--- src/rtl/alu_rs_pkg.sv ---
// rtl/alu_rs_pkg.sv - shared widths, tag sentinel and station entry type
package alu_rs_pkg;
  localparam int XLEN  = 32;
  localparam int TAG_W = 4;
  localparam int OP_W  = 6;

  // A tag of all-ones means the operand value is already present
  localparam logic [TAG_W-1:0] TAG_INVALID = '1;

  typedef struct packed {
    logic                        busy;
    logic [OP_W-1:0]             op;
    logic [1:0][TAG_W-1:0]       tag;
    logic [1:0][XLEN-1:0]        val;
    logic [TAG_W-1:0]            target;
    logic [XLEN-1:0]             pc;
  } rs_entry_t;

  // True when a valid broadcast resolves an operand waiting on tag t
  function automatic logic tag_hit(input logic cdb_valid,
                                   input logic [TAG_W-1:0] cdb_tag,
                                   input logic [TAG_W-1:0] t);
    return cdb_valid && (cdb_tag != TAG_INVALID) && (t == cdb_tag);
  endfunction
endpackage

--- src/rtl/alu_rs_if.sv ---
// rtl/alu_rs_if.sv - dispatch, broadcast and issue signals of the ALU station
interface alu_rs_if;
  import alu_rs_pkg::*;

  logic             flush;
  logic             in_valid;
  logic [OP_W-1:0]  in_op;
  logic [TAG_W-1:0] in_tag1;
  logic [TAG_W-1:0] in_tag2;
  logic [XLEN-1:0]  in_val1;
  logic [XLEN-1:0]  in_val2;
  logic [TAG_W-1:0] in_target;
  logic [XLEN-1:0]  in_pc;
  logic             full;
  logic             cdb_valid;
  logic [TAG_W-1:0] cdb_tag;
  logic [XLEN-1:0]  cdb_data;
  logic             issue_valid;
  logic             issue_ready;
  logic [OP_W-1:0]  issue_op;
  logic [XLEN-1:0]  issue_a;
  logic [XLEN-1:0]  issue_b;
  logic [TAG_W-1:0] issue_target;
  logic [XLEN-1:0]  issue_pc;

  modport master (
    output flush, in_valid, in_op, in_tag1, in_tag2, in_val1, in_val2, in_target, in_pc,
    output cdb_valid, cdb_tag, cdb_data, issue_ready,
    input  full, issue_valid, issue_op, issue_a, issue_b, issue_target, issue_pc
  );

  modport slave (
    input  flush, in_valid, in_op, in_tag1, in_tag2, in_val1, in_val2, in_target, in_pc,
    input  cdb_valid, cdb_tag, cdb_data, issue_ready,
    output full, issue_valid, issue_op, issue_a, issue_b, issue_target, issue_pc
  );
endinterface

--- src/rtl/rs_pick.sv ---
// rtl/rs_pick.sv - lowest-index priority encoder for station slot selection
module rs_pick #(
  parameter int N  = 4,
  parameter int IW = (N > 1) ? $clog2(N) : 1
) (
  input  logic [N-1:0]  req,
  output logic [N-1:0]  onehot,
  output logic [IW-1:0] idx,
  output logic          any
);
  // Isolate the lowest set bit
  assign onehot = req & (~req + N'(1));
  assign any    = |req;

  // Scan from the top so the lowest requesting index is the last write
  always_comb begin
    idx = '0;
    for (int i = N - 1; i >= 0; i--) begin
      if (req[i]) idx = IW'(i);
    end
  end
endmodule

--- src/rtl/alu_rs.sv ---
// rtl/alu_rs.sv - integer ALU reservation station with CDB snoop and issue register
module alu_rs
  import alu_rs_pkg::*;
#(
  parameter int ENTRIES = 4
) (
  input logic     clk,
  input logic     rst,
  alu_rs_if.slave bus
);
  localparam int IW = (ENTRIES > 1) ? $clog2(ENTRIES) : 1;

  rs_entry_t          slot [ENTRIES];
  rs_entry_t          new_entry;
  logic [ENTRIES-1:0] free_vec, rdy_vec, free_oh, rdy_oh;
  logic [IW-1:0]      free_idx_unused, rdy_idx;
  logic               free_any, rdy_any, dispatch, issue_load;

  logic             iss_valid;
  logic [OP_W-1:0]  iss_op;
  logic [XLEN-1:0]  iss_a, iss_b, iss_pc;
  logic [TAG_W-1:0] iss_target;

  // Per-slot free and ready request vectors
  always_comb begin
    free_vec = '0;
    rdy_vec  = '0;
    for (int i = 0; i < ENTRIES; i++) begin
      free_vec[i] = !slot[i].busy;
      rdy_vec[i]  = slot[i].busy && (slot[i].tag[0] == TAG_INVALID)
                                 && (slot[i].tag[1] == TAG_INVALID);
    end
  end

  rs_pick #(.N(ENTRIES), .IW(IW)) u_free_pick (
    .req(free_vec), .onehot(free_oh), .idx(free_idx_unused), .any(free_any)
  );

  rs_pick #(.N(ENTRIES), .IW(IW)) u_rdy_pick (
    .req(rdy_vec), .onehot(rdy_oh), .idx(rdy_idx), .any(rdy_any)
  );

  assign bus.full   = !free_any;
  assign dispatch   = bus.in_valid && free_any && !bus.flush;
  assign issue_load = !iss_valid || bus.issue_ready;

  // Incoming operation, with operands resolved by a same-cycle broadcast
  always_comb begin
    new_entry        = '0;
    new_entry.busy   = 1'b1;
    new_entry.op     = bus.in_op;
    new_entry.tag[0] = bus.in_tag1;
    new_entry.tag[1] = bus.in_tag2;
    new_entry.val[0] = bus.in_val1;
    new_entry.val[1] = bus.in_val2;
    new_entry.target = bus.in_target;
    new_entry.pc     = bus.in_pc;
    for (int k = 0; k < 2; k++) begin
      if (tag_hit(bus.cdb_valid, bus.cdb_tag, new_entry.tag[k])) begin
        new_entry.tag[k] = TAG_INVALID;
        new_entry.val[k] = bus.cdb_data;
      end
    end
  end

  // Slot storage and issue register; flush outranks everything but reset
  always_ff @(posedge clk or posedge rst) begin
    if (rst) begin
      for (int i = 0; i < ENTRIES; i++) slot[i] <= '0;
      iss_valid  <= 1'b0;
      iss_op     <= '0;
      iss_a      <= '0;
      iss_b      <= '0;
      iss_pc     <= '0;
      iss_target <= TAG_INVALID;
    end else if (bus.flush) begin
      for (int i = 0; i < ENTRIES; i++) slot[i].busy <= 1'b0;
      iss_valid <= 1'b0;
    end else begin
      for (int i = 0; i < ENTRIES; i++) begin
        if (slot[i].busy) begin
          for (int k = 0; k < 2; k++) begin
            if (tag_hit(bus.cdb_valid, bus.cdb_tag, slot[i].tag[k])) begin
              slot[i].tag[k] <= TAG_INVALID;
              slot[i].val[k] <= bus.cdb_data;
            end
          end
        end
        if (issue_load && rdy_oh[i]) slot[i].busy <= 1'b0;
        if (dispatch && free_oh[i]) slot[i] <= new_entry;
      end
      if (issue_load) begin
        iss_valid <= rdy_any;
        if (rdy_any) begin
          iss_op     <= slot[rdy_idx].op;
          iss_a      <= slot[rdy_idx].val[0];
          iss_b      <= slot[rdy_idx].val[1];
          iss_target <= slot[rdy_idx].target;
          iss_pc     <= slot[rdy_idx].pc;
        end
      end
    end
  end

  assign bus.issue_valid  = iss_valid;
  assign bus.issue_op     = iss_op;
  assign bus.issue_a      = iss_a;
  assign bus.issue_b      = iss_b;
  assign bus.issue_target = iss_target;
  assign bus.issue_pc     = iss_pc;
endmodule

--- src/flat_wrapper.sv ---
// flat-port wrapper written by rule: the top's interface ports become plain ports
module alu_rs_flat import alu_rs_pkg::*;
#(
  parameter int ENTRIES = 4
)
  (clk, rst, bus_flush, bus_in_valid, bus_in_op, bus_in_tag1, bus_in_tag2, bus_in_val1, bus_in_val2, bus_in_target, bus_in_pc, bus_cdb_valid, bus_cdb_tag, bus_cdb_data, bus_issue_ready, bus_full, bus_issue_valid, bus_issue_op, bus_issue_a, bus_issue_b, bus_issue_target, bus_issue_pc);
  alu_rs_if bus_i ();
  input logic clk;
  input logic rst;
  input wire logic [$bits(bus_i.flush)-1:0] bus_flush;
  input wire logic [$bits(bus_i.in_valid)-1:0] bus_in_valid;
  input wire logic [$bits(bus_i.in_op)-1:0] bus_in_op;
  input wire logic [$bits(bus_i.in_tag1)-1:0] bus_in_tag1;
  input wire logic [$bits(bus_i.in_tag2)-1:0] bus_in_tag2;
  input wire logic [$bits(bus_i.in_val1)-1:0] bus_in_val1;
  input wire logic [$bits(bus_i.in_val2)-1:0] bus_in_val2;
  input wire logic [$bits(bus_i.in_target)-1:0] bus_in_target;
  input wire logic [$bits(bus_i.in_pc)-1:0] bus_in_pc;
  input wire logic [$bits(bus_i.cdb_valid)-1:0] bus_cdb_valid;
  input wire logic [$bits(bus_i.cdb_tag)-1:0] bus_cdb_tag;
  input wire logic [$bits(bus_i.cdb_data)-1:0] bus_cdb_data;
  input wire logic [$bits(bus_i.issue_ready)-1:0] bus_issue_ready;
  output wire logic [$bits(bus_i.full)-1:0] bus_full;
  output wire logic [$bits(bus_i.issue_valid)-1:0] bus_issue_valid;
  output wire logic [$bits(bus_i.issue_op)-1:0] bus_issue_op;
  output wire logic [$bits(bus_i.issue_a)-1:0] bus_issue_a;
  output wire logic [$bits(bus_i.issue_b)-1:0] bus_issue_b;
  output wire logic [$bits(bus_i.issue_target)-1:0] bus_issue_target;
  output wire logic [$bits(bus_i.issue_pc)-1:0] bus_issue_pc;
  assign bus_i.flush = bus_flush;
  assign bus_i.in_valid = bus_in_valid;
  assign bus_i.in_op = bus_in_op;
  assign bus_i.in_tag1 = bus_in_tag1;
  assign bus_i.in_tag2 = bus_in_tag2;
  assign bus_i.in_val1 = bus_in_val1;
  assign bus_i.in_val2 = bus_in_val2;
  assign bus_i.in_target = bus_in_target;
  assign bus_i.in_pc = bus_in_pc;
  assign bus_i.cdb_valid = bus_cdb_valid;
  assign bus_i.cdb_tag = bus_cdb_tag;
  assign bus_i.cdb_data = bus_cdb_data;
  assign bus_i.issue_ready = bus_issue_ready;
  assign bus_full = bus_i.full;
  assign bus_issue_valid = bus_i.issue_valid;
  assign bus_issue_op = bus_i.issue_op;
  assign bus_issue_a = bus_i.issue_a;
  assign bus_issue_b = bus_i.issue_b;
  assign bus_issue_target = bus_i.issue_target;
  assign bus_issue_pc = bus_i.issue_pc;
  alu_rs #(.ENTRIES(ENTRIES)) u_core (.clk(clk), .rst(rst), .bus(bus_i));
endmodule
--- config.mk ---
export PLATFORM = sky130hd
export DESIGN_NAME = alu_rs_flat
export DESIGN_NICKNAME = d
export VERILOG_FILES = /design/src/rtl/alu_rs_pkg.sv /design/src/rtl/alu_rs_if.sv /design/src/rtl/rs_pick.sv /design/src/rtl/alu_rs.sv /design/src/flat_wrapper.sv
export SDC_FILE = /design/constraint.sdc
export NUM_CORES = 2
export LEC_CHECK = 0
export CAP_MARGIN = 25
export CORE_AREA = 2 2 219 221
export DETAILED_ROUTE_END_ITERATION = 8
export DIE_AREA = 0 0 221 223
export PLACE_DENSITY = 0.8
export SYNTH_ARGS = -nofsm -noshare
export SYNTH_HDL_FRONTEND = slang
export SYNTH_SLANG_ARGS = --single-unit
--- constraint.sdc ---
create_clock -name clk -period 44.9 [get_ports clk]
set_clock_uncertainty 0.05 [all_clocks]
set_input_delay 8.98 -clock clk [delete_from_list [all_inputs] [get_ports clk]]
set_output_delay 8.98 -clock clk [all_outputs]
set_load 0.02 [all_outputs]
Yosys cells after proc, flatten, opt, wreduce, memory -nomap -nowiden

Index checks and enable logic that the tools add are counted.

Bits of input ports: 156
Output and inout bits: 108
Bits in registers: 567
Word-level logic and storage cells: 180

Bitwise gates (word level): 6
Mux-type cells: 45
Equality and inequality tests: 19
$add $sub $neg: 2
Reductions and logical operators: 69
$lt $le $gt $ge: 1

Operators with widths:

| operator                                                       | count |
|---|---|
| 115-bit two-way mux                                            | 4 |
| 32-bit two-way mux                                             | 10 |
| 72-bit two-way mux                                             | 4 |
| 115-bit binary-select mux with 2-bit select                    | 1 |
| 114-bit two-way mux                                            | 2 |
| 4-bit equality test                                            | 10 |
| 4-bit two-way mux                                              | 10 |
| 4-bit equality test (second input constant)                    | 8 |
| 1-bit logical AND                                              | 29 |
| 3-bit AND reduction                                            | 9 |
| 2-bit nonzero test                                             | 13 |
| 3-bit nonzero test                                             | 4 |
| 1-bit two-way mux                                              | 10 |
| 4-bit by 1-bit adder with 4-bit output (second input constant) | 2 |
| 4-bit AND                                                      | 2 |
| 2-bit two-way mux                                              | 4 |
| 4-bit inverter                                                 | 2 |
| 2-bit AND reduction                                            | 4 |
| 4-bit OR reduction                                             | 2 |
| 1-bit logical NOT                                              | 7 |
| 4-bit != test (second input constant)                          | 1 |
| 3-bit >= comparator (second input constant)                    | 1 |
| 2-bit inverter with 3-bit output                               | 1 |
| 1-bit logical OR                                               | 1 |
| 1-bit inverter                                                 | 1 |

Logic depth before layout (Yosys ltp)

Depth after elaboration: 11
Mapped depth: 9
Gate-level depth less buffers: 5

By module

From an unflattened synthesis, not the netlist that was laid out.

Cell total of the unflattened synthesis: 2188
Area total of the unflattened synthesis: 26161.3 µm²

By module, submodules not included:

| module  | cells each | sequential area each (µm²) | times used | area each (µm²) |
|---|---|---|---|---|
| alu_rs  | 2168       | 14193.6                    | 1          | 26043.7 |
| rs_pick | 10         | 0.0                        | 2          | 58.8 |

Least setup slack after synthesis

OpenSTA, ideal clock, no wires.

Kind: in2reg
Start point: in bus_cdb_tag[0]
End point: reg u_core.slot[381] (netlist name)
Path buffers: 2
Library setup time: 125 ps
Cell stages on the path: 7
Required time: 44725 ps
Arrival: 10710 ps
Path slack: 34016 ps
Cell sequence: buf_4 xnor2_1 nand4_2 o21ai_4 buf_4 mux2_2 mux2_2

Word-level cells in the longest chain between the ends: 5
Elaborated cells between the ends (all ways): 10
Those cells by class: eq/ne (3); mux (2); reduce/logical (5)

RTL lines:

| item                                                                               | line               | RTL |
|---|---|---|
| start: declaration                                                                 | flat_wrapper.sv:20 | `input wire logic [$bits(bus_i.cdb_tag)-1:0] bus_cdb_tag;` |
| 4-bit != test                                                                      | alu_rs_pkg.sv:23   | `return cdb_valid && (cdb_tag != TAG_INVALID) && (t == cdb_tag);` |
| 1-bit logical AND (2 in series)                                                    | alu_rs_pkg.sv:23   |  |
| 2-bit nonzero test (no source line) / 32-bit two-way mux (equally long branches)   | n/a                |  |
| 3-bit AND reduction (no source line) / 115-bit two-way mux (equally long branches) | n/a                |  |
| end signal: indexed assignment                                                     | alu_rs.sv:90       | `if (dispatch && free_oh[i]) slot[i] <= new_entry;` |
| end: declaration                                                                   | alu_rs.sv:13       | `rs_entry_t slot [ENTRIES];` |

Several ways; a longest one is shown, not always the timed one.
A chain may end at the register's enable or synchronous reset.

Worst setup path in the final report

Start point: in bus_cdb_tag[2]
End point: reg u_core.slot[41] (netlist name)

Same word-level chain as after synthesis.

==> impl_metrics.prom <==
# TYPE chip_impl_metric gauge
chip_impl_metric{name="gp_routability_congestion",unit=""} 0.865
chip_impl_info{name="top_ff_cell_synth",value="dfrtp_1"} 1
chip_impl_metric{name="count_of_routing_violations_after_the_opening_detailed_route_iteration",unit=""} 1993
chip_impl_metric{name="drt-total-wl",unit="mm"} 78.7
chip_impl_metric{name="min_path_cells",unit=""} 1
chip_impl_info{name="hold_path_class",value="flop to flop"} 1
chip_impl_info{name="r2r-end",value="u_core.bus.issue_b[18]$_DFFE_PP0P_"} 1
chip_impl_info{name="rsz0062_at_grt",value="no"} 1
chip_impl_metric{name="p_leak",unit="nW"} 14.3
chip_impl_metric{name="critical_path_arrival",unit="ns"} 12.35
chip_impl_metric{name="design.core.area",unit="sq um"} 47100
chip_impl_metric{name="i_o_pins",unit=""} 264
chip_impl_metric{name="final_layout_size_suffix_gt1_frac",unit=""} 0.282
chip_impl_metric{name="worst-slew-pin-transition",unit="ns"} 1.04
chip_impl_metric{name="nFillCells",unit=""} 3379
chip_impl_metric{name="vias",unit=""} 20600
chip_impl_metric{name="syn-instance-count",unit=""} 2363
chip_impl_metric{name="slew-limit-headroom",unit=""} 0.305
chip_impl_metric{name="post-synth-top-area-fraction",unit=""} 0.503
chip_impl_metric{name="final_hold_violation_count",unit=""} 0
chip_impl_metric{name="ctsHtreeMaxLevel",unit=""} 2
chip_impl_metric{name="buffer_ports.inserted",unit=""} 263
chip_impl_metric{name="initial_standard_cell_utilization_of_the_core",unit=""} 0.594
chip_impl_metric{name="worst_reg_to_reg_setup_slack",unit="ns"} 41.34
chip_impl_info{name="critical_path.cell_chain",value="clkdlybuf4s50_1 -> xnor2_1 -> nand4_2 -> o21ai_4 -> buf_4 -> mux2_1 -> mux2_2"} 1
chip_impl_metric{name="timing.critical_path.slowest_cell_delay",unit="ns"} 0.83
chip_impl_metric{name="final_max_slew_viol_count",unit=""} 0
chip_impl_metric{name="clkSinkCount",unit=""} 567
chip_impl_info{name="crit_family",value="buffers and inverters"} 1
chip_impl_info{name="post_synth_most_frequent_cells",value="563 x dfrtp_1, 487 x mux2_2, 188 x nand2_1"} 1
chip_impl_metric{name="first_pass_grt_wire_length",unit="mm"} 123
chip_impl_metric{name="async_set_or_reset_flop_fraction_in_the_synthesized_netlist",unit=""} 1.00
chip_impl_metric{name="yosys_register_bits",unit=""} 567
chip_impl_metric{name="timing.fmax",unit="GHz"} 0.0840
chip_impl_metric{name="path_buf_inv",unit=""} 2
chip_impl_info{name="status",value="finished, final reports clean"} 1
chip_impl_metric{name="route.antenna.remaining_nets",unit=""} 0
chip_impl_metric{name="area_enclosed_by_the_die_boundary",unit="sq um"} 49300
chip_impl_info{name="hold_path_startpoint",value="u_core.slot[326]$_DFFE_PP0P_"} 1
chip_impl_metric{name="floorplan.die.height",unit="um"} 223
chip_impl_info{name="synth.most_common_cell",value="dfrtp_1"} 1
chip_impl_metric{name="dp_hpwl",unit="mm"} 45.5
chip_impl_metric{name="detail_route.first_pass.iterations",unit=""} 5
chip_impl_metric{name="remaining_drc_errors",unit=""} 0
chip_impl_metric{name="clk_transition_reported_paths",unit="ns"} 0.06
chip_impl_metric{name="mappedNetlistNets",unit=""} 2519
chip_impl_metric{name="ctsHoldBuffers",unit=""} 0
chip_impl_metric{name="cts_resized",unit=""} 0
chip_impl_metric{name="grt_overflow_total",unit=""} 0
chip_impl_metric{name="synth.yosys.warnings",unit=""} 0
chip_impl_info{name="start_point_of_the_critical_path",value="bus_cdb_tag[2]"} 1
chip_impl_metric{name="synth_area_per_cell",unit="sq um"} 11.8
chip_impl_metric{name="fin_setup_tns",unit="ns"} 0
chip_impl_metric{name="cts.path.max_buffers",unit=""} 3
chip_impl_metric{name="die_width",unit="um"} 221
chip_impl_info{name="setup.worst_path.class",value="input pin to flop"} 1
chip_impl_metric{name="grt_max_degree",unit=""} 191
chip_impl_info{name="cp-end-kind",value="flop"} 1
chip_impl_info{name="min_delay_worst_endpoint",value="u_core.slot[326]$_DFFE_PP0P_"} 1
chip_impl_metric{name="multi_input_comb_area",unit="sq um"} 12800
chip_impl_metric{name="grt_antenna_before_repair",unit=""} 10
chip_impl_info{name="critPathLaunchType",value="input pin"} 1
chip_impl_metric{name="maxcap_viol_count",unit=""} 0
chip_impl_metric{name="final-setup-viol-count",unit=""} 0
chip_impl_metric{name="finalCritPeriodShare",unit=""} 0.265
chip_impl_metric{name="synth-edff-count",unit=""} 0
chip_impl_info{name="ff_to_ff_start",value="u_core.slot[452]$_DFFE_PP0P_"} 1
chip_impl_metric{name="netlist-cell-type-count",unit=""} 51
chip_impl_metric{name="grtUsageTotal",unit=""} 0.317
chip_impl_metric{name="syn_area",unit="sq um"} 28000
chip_impl_info{name="most_area_consuming_cells_after_synthesis",value="dfrtp_1 50%, mux2_2 20%, mux2_1 4.4%"} 1
chip_impl_metric{name="post_cts_setup_driven_buffer_insertion_count",unit=""} 0
chip_impl_metric{name="synthToLayoutAreaGrowth",unit="%"} 17.7
chip_impl_metric{name="placed_cells_incl_taps",unit=""} 3094
chip_impl_metric{name="power_density",unit="nW/um^2"} 47.5
chip_impl_info{name="crit_slowest_cell",value="o21ai_4"} 1
chip_impl_metric{name="clk_latency",unit="ns"} 0.62
chip_impl_metric{name="finalWorstPathRequiredPeriod",unit="ns"} 11.90
chip_impl_metric{name="worst-endpoint-required",unit="ns"} 45.35
chip_impl_metric{name="instances_no_fill",unit=""} 3212
chip_impl_info{name="tritoncts",value="done"} 1
chip_impl_metric{name="ff_latch_area",unit="sq um"} 14200
chip_impl_metric{name="routed_wire_length_per_instance",unit="um"} 24.5
chip_impl_metric{name="tritoncts.num_buffers",unit=""} 58
chip_impl_metric{name="ir_worst_vdd",unit="mV"} 0.0397
chip_impl_metric{name="floorplan.rows",unit=""} 80
chip_impl_info{name="synth_top_area_cell",value="dfrtp_1"} 1
chip_impl_info{name="ctsRootBufferMaster",value="clkbuf_16"} 1
chip_impl_metric{name="cp_max_fo",unit=""} 20
chip_impl_metric{name="vias_in_the_first_global_route",unit=""} 21600
chip_impl_metric{name="reg2reg_depth",unit=""} 6
chip_impl_metric{name="finish.net_count",unit=""} 2701
chip_impl_metric{name="vias_per_cell",unit=""} 6.41
chip_impl_metric{name="synth-seq-area-share",unit=""} 0.507
power by group:
group | switching (mW) | leakage (nW) | internal, mW
sequential | 0.0792 | 7.24 | 0.638
combinational | 0.157 | 6.09 | 0.184
clock | 0.204 | 0.976 | 0.301
total | 0.440 | 14.3 | 1.12
cell type report:
type | count | area share
Antenna cell | 8 | 0.000608
Clock buffer | 88 | 0.0531
Clock inverter | 16 | 0.00707
Inverter | 2 | 0.000456
Multi-Input combinational cell | 1609 | 0.390
Sequential cell | 567 | 0.431
Tap cell | 615 | 0.0234
Timing Repair Buffer | 307 | 0.0946
worst max-delay path by stage:
| stage | to | slack (ns) | cells after the start |
|---|---|---|---|
| 5_1_grt | u_core.slot[92]$_DFFE_PP0P_ | 32.86 | 7 |
| 3_5_place_dp | u_core.slot[74]$_DFFE_PP0P_ | 32.44 | 7 |
| 4_1_cts | u_core.slot[74]$_DFFE_PP0P_ | 33.07 | 7 |
| 2_1_floorplan | u_core.bus.issue_a[0]$_DFFE_PP0P_ | 20.02 | 1 |
| 6_report | u_core.slot[41]$_DFFE_PP0P_ | 33.00 | 7 |
| 3_3_place_gp | u_core.slot[81]$_DFFE_PP0P_ | 32.53 | 7 |
layer usage:
layer  vias up  global-route usage  routed length [um]
met4         6               0.142                2780
met5         -                   0                  42
li1       8880                   -                   -
met2       905               0.517               38000
met3       191              0.0597                6220
met1     10600               0.414               31700
cells in the final DEF, fill, tap and decap left out, types with 36 or more instances in the layout:
| master | n |
|---|---|
| dfrtp_1 | 563 |
| mux2_2 | 487 |
| clkdlybuf4s50_1 | 263 |
| nand2_1 | 188 |
| nor2_1 | 168 |
| a31oi_1 | 110 |
| nand3_1 | 110 |
| mux2_1 | 109 |
| o21ai_0 | 83 |
| a21oi_1 | 63 |
| clkbuf_16 | 61 |
| a31o_2 | 51 |
| buf_4 | 36 |
cells by family after synthesis:
group / share of synthesized area
AO/OA/AOI/OAI: 0.101
XOR/XNOR: 0.0125
buffers and inverters: 0.0367
flip-flops: 0.507
multiplexers: 0.262
AND/OR/NAND/NOR: 0.0800
sequential cells by signal, summed over array words and instances (netlist names):
name                     cells
u_core.bus.issue_a          32
u_core.bus.issue_b          32
u_core.bus.issue_op          6
u_core.bus.issue_target      4
u_core.slot                460
u_core.bus.issue_pc         32
u_core.bus.issue_valid       1
stage by stage:
stage | hold slack (ns) | setup slack [ns] | total power, mW | util | cell area [sq um]
CTS | 0.453 | 33.07 | 1.56 | 0.695 | 32700
detailed placement | 0.439 | 32.44 | 1.06 | 0.653 | 30800
floorplan | 0.418 | 20.02 | 0.913 | - | 28000
global route | 0.459 | 32.86 | 1.63 | 0.698 | 32900
finish | 0.450 | 33.00 | 1.56 | 0.698 | 32900
global placement | 0.427 | 32.53 | 1.04 | 0.652 | 30700
Power figures use the tool's default switching activity.
